[src/rtl/db_pkg.sv]
// db_pkg: shared types and helpers for the multi-channel debouncer.
//   db_state_t  - per-channel qualification FSM state
//   cnt_width() - width of the stable-sample counter for a given threshold
package db_pkg;

  typedef enum logic [1:0] {
    LO,
    WAIT_HI,
    HI,
    WAIT_LO
  } db_state_t;

  // Counter must hold values up to n without wrapping.
  function automatic int unsigned cnt_width(int unsigned n);
    return $clog2(n + 1);
  endfunction

endpackage

[src/rtl/db_multi_if.sv]
// db_multi_if: switch-side bundle for db_multi.
//   sw   - raw asynchronous switch inputs (driven by the board/master side)
//   db   - debounced registered levels
//   rise - one-cycle pulse on a committed 0->1
//   fall - one-cycle pulse on a committed 1->0
interface db_multi_if #(
  parameter int unsigned N_CH = 4
);

  logic [N_CH-1:0] sw;
  logic [N_CH-1:0] db;
  logic [N_CH-1:0] rise;
  logic [N_CH-1:0] fall;

  modport master (
    output sw,
    input  db,
    input  rise,
    input  fall
  );

  modport slave (
    input  sw,
    output db,
    output rise,
    output fall
  );

endinterface

[src/rtl/db_chan.sv]
// db_chan: one debounce channel.
//   clk  - system clock
//   rst  - asynchronous active-low reset
//   tick - sample enable; FSM and counter advance only when high
//   sw   - raw asynchronous switch input
//   db   - registered debounced level
//   rise - one-cycle pulse when db commits 0->1
//   fall - one-cycle pulse when db commits 1->0
// A new level commits after STABLE_CYC consecutive identical samples of the
// synchronised input; any sample of the old level restarts qualification.
module db_chan
  import db_pkg::*;
#(
  parameter int unsigned STABLE_CYC  = 20,
  parameter int unsigned SYNC_STAGES = 2
) (
  input  logic clk,
  input  logic rst,
  input  logic tick,
  input  logic sw,
  output logic db,
  output logic rise,
  output logic fall
);

  localparam int unsigned CntW = cnt_width(STABLE_CYC);
  localparam logic [CntW-1:0] Last = CntW'(STABLE_CYC - 1);

  logic [SYNC_STAGES-1:0] sync_q;
  logic                   s;
  db_state_t              state_q, state_d;
  logic [CntW-1:0]        cnt_q, cnt_d;
  logic                   db_d, rise_d, fall_d;

  always_ff @(posedge clk or negedge rst) begin
    if (!rst) begin
      sync_q <= '0;
    end else begin
      sync_q <= {sync_q[SYNC_STAGES-2:0], sw};
    end
  end

  assign s = sync_q[SYNC_STAGES-1];

  // State register
  always_ff @(posedge clk or negedge rst) begin
    if (!rst) begin
      state_q <= LO;
      cnt_q   <= '0;
      db      <= 1'b0;
      rise    <= 1'b0;
      fall    <= 1'b0;
    end else begin
      state_q <= state_d;
      cnt_q   <= cnt_d;
      db      <= db_d;
      rise    <= rise_d;
      fall    <= fall_d;
    end
  end

  // Next state. Entering a WAIT state already counts the first new-level
  // sample, so the commit happens on the STABLE_CYC-th consecutive sample.
  always_comb begin
    state_d = state_q;
    cnt_d   = cnt_q;
    if (tick) begin
      unique case (state_q)
        LO: begin
          if (s) begin
            state_d = WAIT_HI;
            cnt_d   = CntW'(1);
          end
        end
        WAIT_HI: begin
          if (!s) begin
            state_d = LO;
            cnt_d   = '0;
          end else if (cnt_q == Last) begin
            state_d = HI;
            cnt_d   = '0;
          end else begin
            cnt_d = cnt_q + CntW'(1);
          end
        end
        HI: begin
          if (!s) begin
            state_d = WAIT_LO;
            cnt_d   = CntW'(1);
          end
        end
        WAIT_LO: begin
          if (s) begin
            state_d = HI;
            cnt_d   = '0;
          end else if (cnt_q == Last) begin
            state_d = LO;
            cnt_d   = '0;
          end else begin
            cnt_d = cnt_q + CntW'(1);
          end
        end
        default: begin
          state_d = LO;
          cnt_d   = '0;
        end
      endcase
    end
  end

  // Outputs: level follows the committed state, strobes mark the commit edge.
  always_comb begin
    db_d   = (state_d == HI) || (state_d == WAIT_LO);
    rise_d = tick && (state_q == WAIT_HI) && s && (cnt_q == Last);
    fall_d = tick && (state_q == WAIT_LO) && !s && (cnt_q == Last);
  end

endmodule

[src/rtl/db_multi.sv]
// db_multi: N_CH-channel switch debouncer.
//   clk - system clock
//   rst - asynchronous active-low reset
//   bus - db_multi_if slave: sw in; db, rise, fall out
// Optional macro DB_TICK_EN: when defined, a free-running divider issues a
// sample tick every TICK_DIV clocks and STABLE_CYC counts ticks; otherwise
// every clock is a sample and TICK_DIV is only range-checked.
module db_multi
  import db_pkg::*;
#(
  parameter int unsigned N_CH        = 4,
  parameter int unsigned STABLE_CYC  = 20,
  parameter int unsigned SYNC_STAGES = 2,
  parameter int unsigned TICK_DIV    = 10
) (
  input  logic        clk,
  input  logic        rst,
  db_multi_if.slave   bus
);

  if (STABLE_CYC < 2 || SYNC_STAGES < 2 || TICK_DIV < 2) begin : g_param_err
    $error("db_multi: STABLE_CYC, SYNC_STAGES and TICK_DIV must be >= 2");
  end

  logic tick;

`ifdef DB_TICK_EN
  localparam int unsigned DivW = $clog2(TICK_DIV);
  localparam logic [DivW-1:0] DivLast = DivW'(TICK_DIV - 1);

  logic [DivW-1:0] div_q;

  always_ff @(posedge clk or negedge rst) begin
    if (!rst) begin
      div_q <= '0;
    end else if (div_q == DivLast) begin
      div_q <= '0;
    end else begin
      div_q <= div_q + DivW'(1);
    end
  end

  assign tick = (div_q == DivLast);
`else
  assign tick = 1'b1;
`endif

  for (genvar i = 0; i < N_CH; i++) begin : g_chan
    db_chan #(
      .STABLE_CYC  (STABLE_CYC),
      .SYNC_STAGES (SYNC_STAGES)
    ) u_chan (
      .clk  (clk),
      .rst  (rst),
      .tick (tick),
      .sw   (bus.sw[i]),
      .db   (bus.db[i]),
      .rise (bus.rise[i]),
      .fall (bus.fall[i])
    );
  end

endmodule
[src/flat_wrapper.sv]
// flat-port wrapper written by rule: the top's interface ports become plain ports
module db_multi_flat import db_pkg::*;
#(
  parameter int unsigned N_CH        = 4,
  parameter int unsigned STABLE_CYC  = 20,
  parameter int unsigned SYNC_STAGES = 2,
  parameter int unsigned TICK_DIV    = 10
)
  (clk, rst, bus_sw, bus_db, bus_rise, bus_fall);
  db_multi_if #(.N_CH(N_CH)) bus_i ();
  input  logic clk;
  input  logic rst;
  input wire logic [$bits(bus_i.sw)-1:0] bus_sw;
  output wire logic [$bits(bus_i.db)-1:0] bus_db;
  output wire logic [$bits(bus_i.rise)-1:0] bus_rise;
  output wire logic [$bits(bus_i.fall)-1:0] bus_fall;
  assign bus_i.sw = bus_sw;
  assign bus_db = bus_i.db;
  assign bus_rise = bus_i.rise;
  assign bus_fall = bus_i.fall;
  db_multi #(.N_CH(N_CH), .STABLE_CYC(STABLE_CYC), .SYNC_STAGES(SYNC_STAGES), .TICK_DIV(TICK_DIV)) u_core (.clk(clk), .rst(rst), .bus(bus_i));
endmodule
[config.mk]
export PLATFORM = sky130hd
export DESIGN_NAME = db_multi_flat
export DESIGN_NICKNAME = d
export VERILOG_FILES = /design/src/rtl/db_pkg.sv /design/src/rtl/db_multi_if.sv /design/src/rtl/db_chan.sv /design/src/rtl/db_multi.sv /design/src/flat_wrapper.sv
export SDC_FILE = /design/constraint.sdc
export NUM_CORES = 1
export LEC_CHECK = 0
export CORE_MARGIN = 8
export CORE_UTILIZATION = 55
export CTS_CLUSTER_SIZE = 14
export DETAILED_ROUTE_END_ITERATION = 8
export GPL_TIMING_DRIVEN = 0
export PLACE_DENSITY = 0.76
export SLEW_MARGIN = 20
export SYNTH_ARGS = -nofsm -noshare
export SYNTH_HDL_FRONTEND = slang
export SYNTH_SLANG_ARGS = --single-unit
[constraint.sdc]
create_clock -name clk -period 1.72 [get_ports clk]
set_input_delay 0.172 -clock clk [delete_from_list [all_inputs] [get_ports clk]]
set_output_delay 0.172 -clock clk [all_outputs]
set_load 0.01 [all_outputs]
==> results.ini, run 1 <==
[outcome]
status = complete, no violations

[critical_path]
critPathRequiredTime_ns = 1.90
r2r_start = u_core.g_chan[2].u_chan.cnt_q[0]
criticalPathCategory = register to register
critPathCaptureType = register
startpoint_type = register
rr_worst_depth = 5
r2r_setup_slack_ns = 0.14
crit_fanout = 4
worstPathArrival_ns = 1.76
r2r_end = u_core.g_chan[2].u_chan.db

[timing]
finalMaxSlewViolations = 0
slew_headroom = 0.703
worstMarginPinSlew_ns = 0.443
hold_viol = 0
max_freq_mhz = 633
setup_violations = 0
min_period_ns = 1.58
setup_tns_ns = 0
rsz0062_at_grt = no
fin_crit_sh = 0.919
skew_ns = 0.0124

[placement]
dpl.cell_count = 251
io_buffers = 17
dp_hpwl_um = 2470
post_dp_cell_area_mm2 = 0.00233
gp_congestion = 0.767

[clock_network]
clk_pin_slew_worst_paths_ns = 0.08
cts_buffers = 5
htreeDepth = 2
clk_latency_ns = 0.30
clock_path_buffers = 2
cts-root-buf = clkbuf_8
cts_tree = yes
clock_sinks = 46

[floorplanning]
die_height_um = 77.6
io_pins = 18
fp.dieArea_mm2 = 0.00602
rows = 22
core_mm2 = 0.00366
die_w_um = 77.6
initial_utilization = 0.570

[drt]
wl_um = 3350
ant_nets = 0
viasPerCell = 5.28
drc_errors = 0
vias = 1374
drt_iter0_drc = 53
wl_per_cell_um = 12.9
first_pass_iters = 4

[min_path]
hold_class = input port to register
min_from = bus_sw[0]
min_to = u_core.g_chan[0].u_chan.sync_q[0]
hold_depth = 1

[logic_synthesis]
syn_inst = 185
synth-main-ff-cell = dfrtp_1
yosysSeqAreaShare = 0.551
syn_area_mm2 = 0.00209
synth_warnings = 0
synth_async_sr_flop_share = 1.00
synth_enable_flop_cells = 0
avgSynthCellArea_um2 = 11.3
ys_ff_latch = 46
synth_cell_types = 37
syn_nets = 195

[global_routing]
antenna_found_initial = 0
overflow = 0
grt_pass1_vias = 1388
grt_pass1_wl_um = 6010
grt_max_degree = 29
grt.total_usage = 0.123

[finish]
antenna_cells = 0
layout_common_cells = dfrtp_1, nand2_1, clkdlybuf4s50_1
drive_gt1_frac = 0.175
final_nets = 221
syn2layout_area_growth_pct = 17.6
stdcell_count = 260
final_common_cell = dfrtp_1
final_area_mm2 = 0.00246

[flow_run]
cap_violations = 0

[power_and_ir_drop]
p_leak_nw = 1.07
ir_drop_v = 0.000657
power_density_mw_per_mm2 = 863

-- power by group --
part           internal, mW  switching [mW]  total, mW
logic                0.0737          0.0847      0.158
clock network         0.433           0.351      0.785
registers              1.13          0.0493       1.18
total                  1.63           0.485       2.12
-- what timing repair did --
item / CTS / global route
hold buffers: 1 / 0
endpoints found under the setup margin: 0 / 1
hold endpoints to repair: 18 / 0
gates resized for setup: 0 / 1
setup buffers: 0 / 0
-- per-stage QoR --
step | utilization | total power, mW | setup slack, ns | hold slack, ns
2_1_floorplan | - | 1.29 | 0.233 | -0.124
4_1_cts | 0.670 | 2.14 | 0.0914 | 0.295
5_1_grt | 0.671 | 2.21 | 0.0509 | 0.289
3_5_place_dp | 0.637 | 1.36 | 0.114 | 0.141
3_3_place_gp | 0.633 | 1.34 | -0.664 | 0.337
6_report | 0.671 | 2.12 | 0.140 | 0.304
-- kinds of logic after synthesis --
logic type	Yosys count	synth area share
multiplexers	7	0.0371
AND/OR/NAND/NOR	59	0.161
buffers and inverters	19	0.0557
adder cells (fa/ha/maj)	4	0.0240
XOR/XNOR	12	0.0575
AO/OA/AOI/OAI	38	0.114
flip-flops	46	0.551
-- registers in the layout (all words and copies together), names as in the netlist --
register and cells:
u_core.g_chan.u_chan.fall 4, u_core.g_chan.u_chan.rise 4, u_core.g_chan.u_chan.state_q 6, u_core.g_chan.u_chan.cnt_q 20
u_core.g_chan.u_chan.db 4, u_core.g_chan.u_chan.sync_q 8
-- metal layers --
metal	GRT usage	wire (um)	vias up	share of wire
li1	-	-	682	-
met1	0.138	1500	666	0.45
met2	0.201	1660	20	0.49
met3	0.0507	147	6	0.044
met4	0.0509	49	0	0.015
met5	0	0	-	0
-- synthesized netlist by cell type, types with 2 or more instances --
library cell | count | share of area
o31ai_1 | 2 | 0.0072
nand2b_1 | 2 | 0.0060
clkbuf_1 | 2 | 0.0036
xor2_2 | 2 | 0.016
o21bai_1 | 2 | 0.0072
o21a_1 | 4 | 0.014
nor2_1 | 4 | 0.0072
nand3_1 | 9 | 0.022
buf_4 | 12 | 0.043
o22ai_1 | 4 | 0.012
nor3b_1 | 8 | 0.029
o21ai_0 | 15 | 0.036
xor2_1 | 5 | 0.021
mux2_2 | 4 | 0.022
dfrtp_1 | 46 | 0.55
mux2_1 | 2 | 0.011
nand2_2 | 3 | 0.0090
ha_1 | 4 | 0.024
nand3b_1 | 3 | 0.011
a22oi_1 | 3 | 0.011
inv_1 | 5 | 0.0090
xnor2_1 | 5 | 0.021
a21oi_1 | 4 | 0.0096
nand2_1 | 21 | 0.038
a22o_1 | 2 | 0.0084
-- how the worst max path moves through the flow --
stage | start | endpoint | slack [ns]
final | u_core.g_chan[2].u_chan.cnt_q[0] | u_core.g_chan[2].u_chan.db | 0.14
after global routing | u_core.g_chan[2].u_chan.cnt_q[0] | u_core.g_chan[2].u_chan.db | 0.05
after CTS | u_core.g_chan[2].u_chan.cnt_q[0] | u_core.g_chan[2].u_chan.db | 0.09
after detailed placement | u_core.g_chan[2].u_chan.cnt_q[0] | u_core.g_chan[2].u_chan.db | 0.11
after global placement | rst | u_core.g_chan[1].u_chan.sync_q[0] | -0.66
after floorplan | u_core.g_chan[2].u_chan.cnt_q[0] | u_core.g_chan[2].u_chan.db | 0.23
-- layout make-up --
type | count | area, um^2
plain buffers | 14 | 97.6
clock buffers | 6 | 72.6
clock inverters | 2 | 37.5
fillers | 294 | 1200
inverters | 5 | 18.8
multi-input cells | 120 | 823
flip-flops and latches | 46 | 1150
well taps | 48 | 60.1
repair buffers | 19 | 195
-- worst max-delay path, stage by stage, from the launching register on --
cell and delay [ns]:
dfrtp_1 0.42, ha_2 0.22, nor2b_1 0.15, and3_2 0.25, nand2_2 0.11, mux2_2 0.33
(Power assumes the default switching activity.)
==> run 2: changes to the inputs <==
Settings changed: GPL_TIMING_DRIVEN 0 to unset.
==> run 2 against run 1 <==
Net effect: total power down 0.85%; highest routed layer unchanged; worst setup slack about the same; via count down 1.7%; register-to-register slack about the same; clock power down 2%; worst hold slack better by 0.0095 ns; largest power group unchanged; count of clock-buffer cells in the layout unchanged; non-clock buffer count down 14; flip-flop and latch count unchanged.
==> results.ini, run 2 (same netlist as run 1, synthesis figures left out) <==
[finish]
layout_common_cells = dfrtp_1, nand2_1, clkdlybuf4s50_1
reg_top3 = u_core.g_chan.u_chan.cnt_q: 20 flops, u_core.g_chan.u_chan.sync_q: 8 flops, u_core.g_chan.u_chan.state_q: 6 flops
n_fill_cell = 271
register_area_mm2 = 0.00115
largest-register = u_core.g_chan.u_chan.cnt_q
final_area_mm2 = 0.00236
antenna_cells = 0
largest_reg_flops = 20
stdcell_count = 246
syn2layout_area_growth_pct = 12.8
multiInputGateArea_um2 = 821
drive_gt1_frac = 0.121
final_nets = 207
final_common_cell = dfrtp_1

[floorplanning]
initial_utilization = 0.570
core_mm2 = 0.00366
rows = 22
io_pins = 18
fp.dieArea_mm2 = 0.00602
die_w_um = 77.6
die_height_um = 77.6

[critical_path]
r2r_setup_slack_ns = 0.14
criticalPathCategory = register to register
rr_worst_depth = 5
r2r_start = u_core.g_chan[2].u_chan.cnt_q[0]
critPathSlowestCell = dfrtp_1
crit_fanout = 4
crit_buf_inv = 0
path_cells = ha_1, nor2b_1, and3_2, nand2_2, mux2_2
cp_top_family = simple AND/OR/NAND/NOR gates
worstPathArrival_ns = 1.76
critPathRequiredTime_ns = 1.90
startpoint_type = register
critPathCaptureType = register
r2r_end = u_core.g_chan[2].u_chan.db
cpPeakStageDelay_ns = 0.41

[drt]
drc_errors = 0
vias = 1350
wl_um = 3310
viasPerCell = 5.49
drt_iter0_drc = 68
first_pass_iters = 4
wl_per_cell_um = 13.5
ant_nets = 0

[placement]
dp_slack_ns = 0.162
io_buffers = 17
dpl.cell_count = 237
dp_hpwl_um = 2350
gp_congestion = 0.767
post_dp_cell_area_mm2 = 0.00224

[min_path]
min_from = bus_sw[1]
hold_depth = 1
hold_class = input port to register
min_to = u_core.g_chan[1].u_chan.sync_q[0]

[clock_network]
cts_setup_buffers = 0
htreeDepth = 2
clock_sinks = 46
cts_buffers = 5
cts-resized-gates = 0
clock_path_buffers = 2
clk_pin_slew_worst_paths_ns = 0.08
clk_latency_ns = 0.29
hold_buffers = 1
cts_tree = yes
cts-root-buf = clkbuf_8

[timing]
worstMarginPinSlew_ns = 0.488
skew_ns = 0.00423
slew_headroom = 0.675
setup_tns_ns = 0
finalMaxSlewViolations = 0
min_period_ns = 1.58
holdWs_ns = 0.314
finalWorstSetupSlack_ns = 0.140
setup_violations = 0
max_freq_mhz = 633
hold_viol = 0
fin_crit_sh = 0.919
rsz0062_at_grt = no

[power_and_ir_drop]
p_leak_nw = 0.999
power_density_mw_per_mm2 = 892
ir_drop_v = 0.000600

[global_routing]
grt_pass1_wl_um = 5730
overflow = 0
grt_pass1_vias = 1321
grt.total_usage = 0.114
grt_max_degree = 27
antenna_found_initial = 0

[outcome]
status = complete, no violations

[flow_run]
cap_violations = 0

## run 2: layout make-up
class | count | share of cell area
Clock buffer | 6 | 0.0308
Clock inverter | 2 | 0.0159
Inverter | 5 | 0.00797
Multi-Input combinational cell | 120 | 0.348
Sequential cell | 46 | 0.489
Tap cell | 48 | 0.0255
Timing Repair Buffer | 19 | 0.0828
## run 2: routing by layer
metal,GRT usage,up-vias,share of wire
li1,-,654,-
met1,0.137,660,0.45
met2,0.180,27,0.49
met3,0.0403,9,0.048
met4,0.0528,0,0.016
met5,0,-,0
## run 2: how the worst max path moves through the flow
stage / from / endpoint / slack [ns] / cells past startpoint
after detailed placement: u_core.g_chan[2].u_chan.cnt_q[0] / u_core.g_chan[2].u_chan.db / 0.16 / 5
after CTS: u_core.g_chan[2].u_chan.cnt_q[0] / u_core.g_chan[2].u_chan.db / 0.15 / 5
final: u_core.g_chan[2].u_chan.cnt_q[0] / u_core.g_chan[2].u_chan.db / 0.14 / 5
after floorplan: u_core.g_chan[2].u_chan.cnt_q[0] / u_core.g_chan[2].u_chan.db / 0.23 / 5
after global routing: u_core.g_chan[2].u_chan.cnt_q[0] / u_core.g_chan[2].u_chan.db / 0.07 / 5
after global placement: u_core.g_chan[2].u_chan.cnt_q[0] / u_core.g_chan[2].u_chan.db / 0.21 / 5
## run 2: worst reg2reg max path, stage by stage (launching register included)
cell and delay, ns:
dfrtp_1 0.41, ha_1 0.24, nor2b_1 0.16, and3_2 0.24, nand2_2 0.09, mux2_2 0.33
## run 2: power breakdown
part,internal (mW),leakage [nW],switching (mW)
Combinational,0.0720,0.347,0.0801
Sequential,1.13,0.601,0.0522
Clock,0.433,0.0514,0.337
## run 2: metrics by stage
| step | power [mW] | util |
|---|---|---|
| after detailed placement | 1.35 | 0.611 |
| after global placement | 1.34 | 0.611 |
| after global routing | 2.20 | 0.644 |
| after CTS | 2.13 | 0.644 |
| after floorplan | 1.29 | - |
| final | 2.10 | 0.644 |
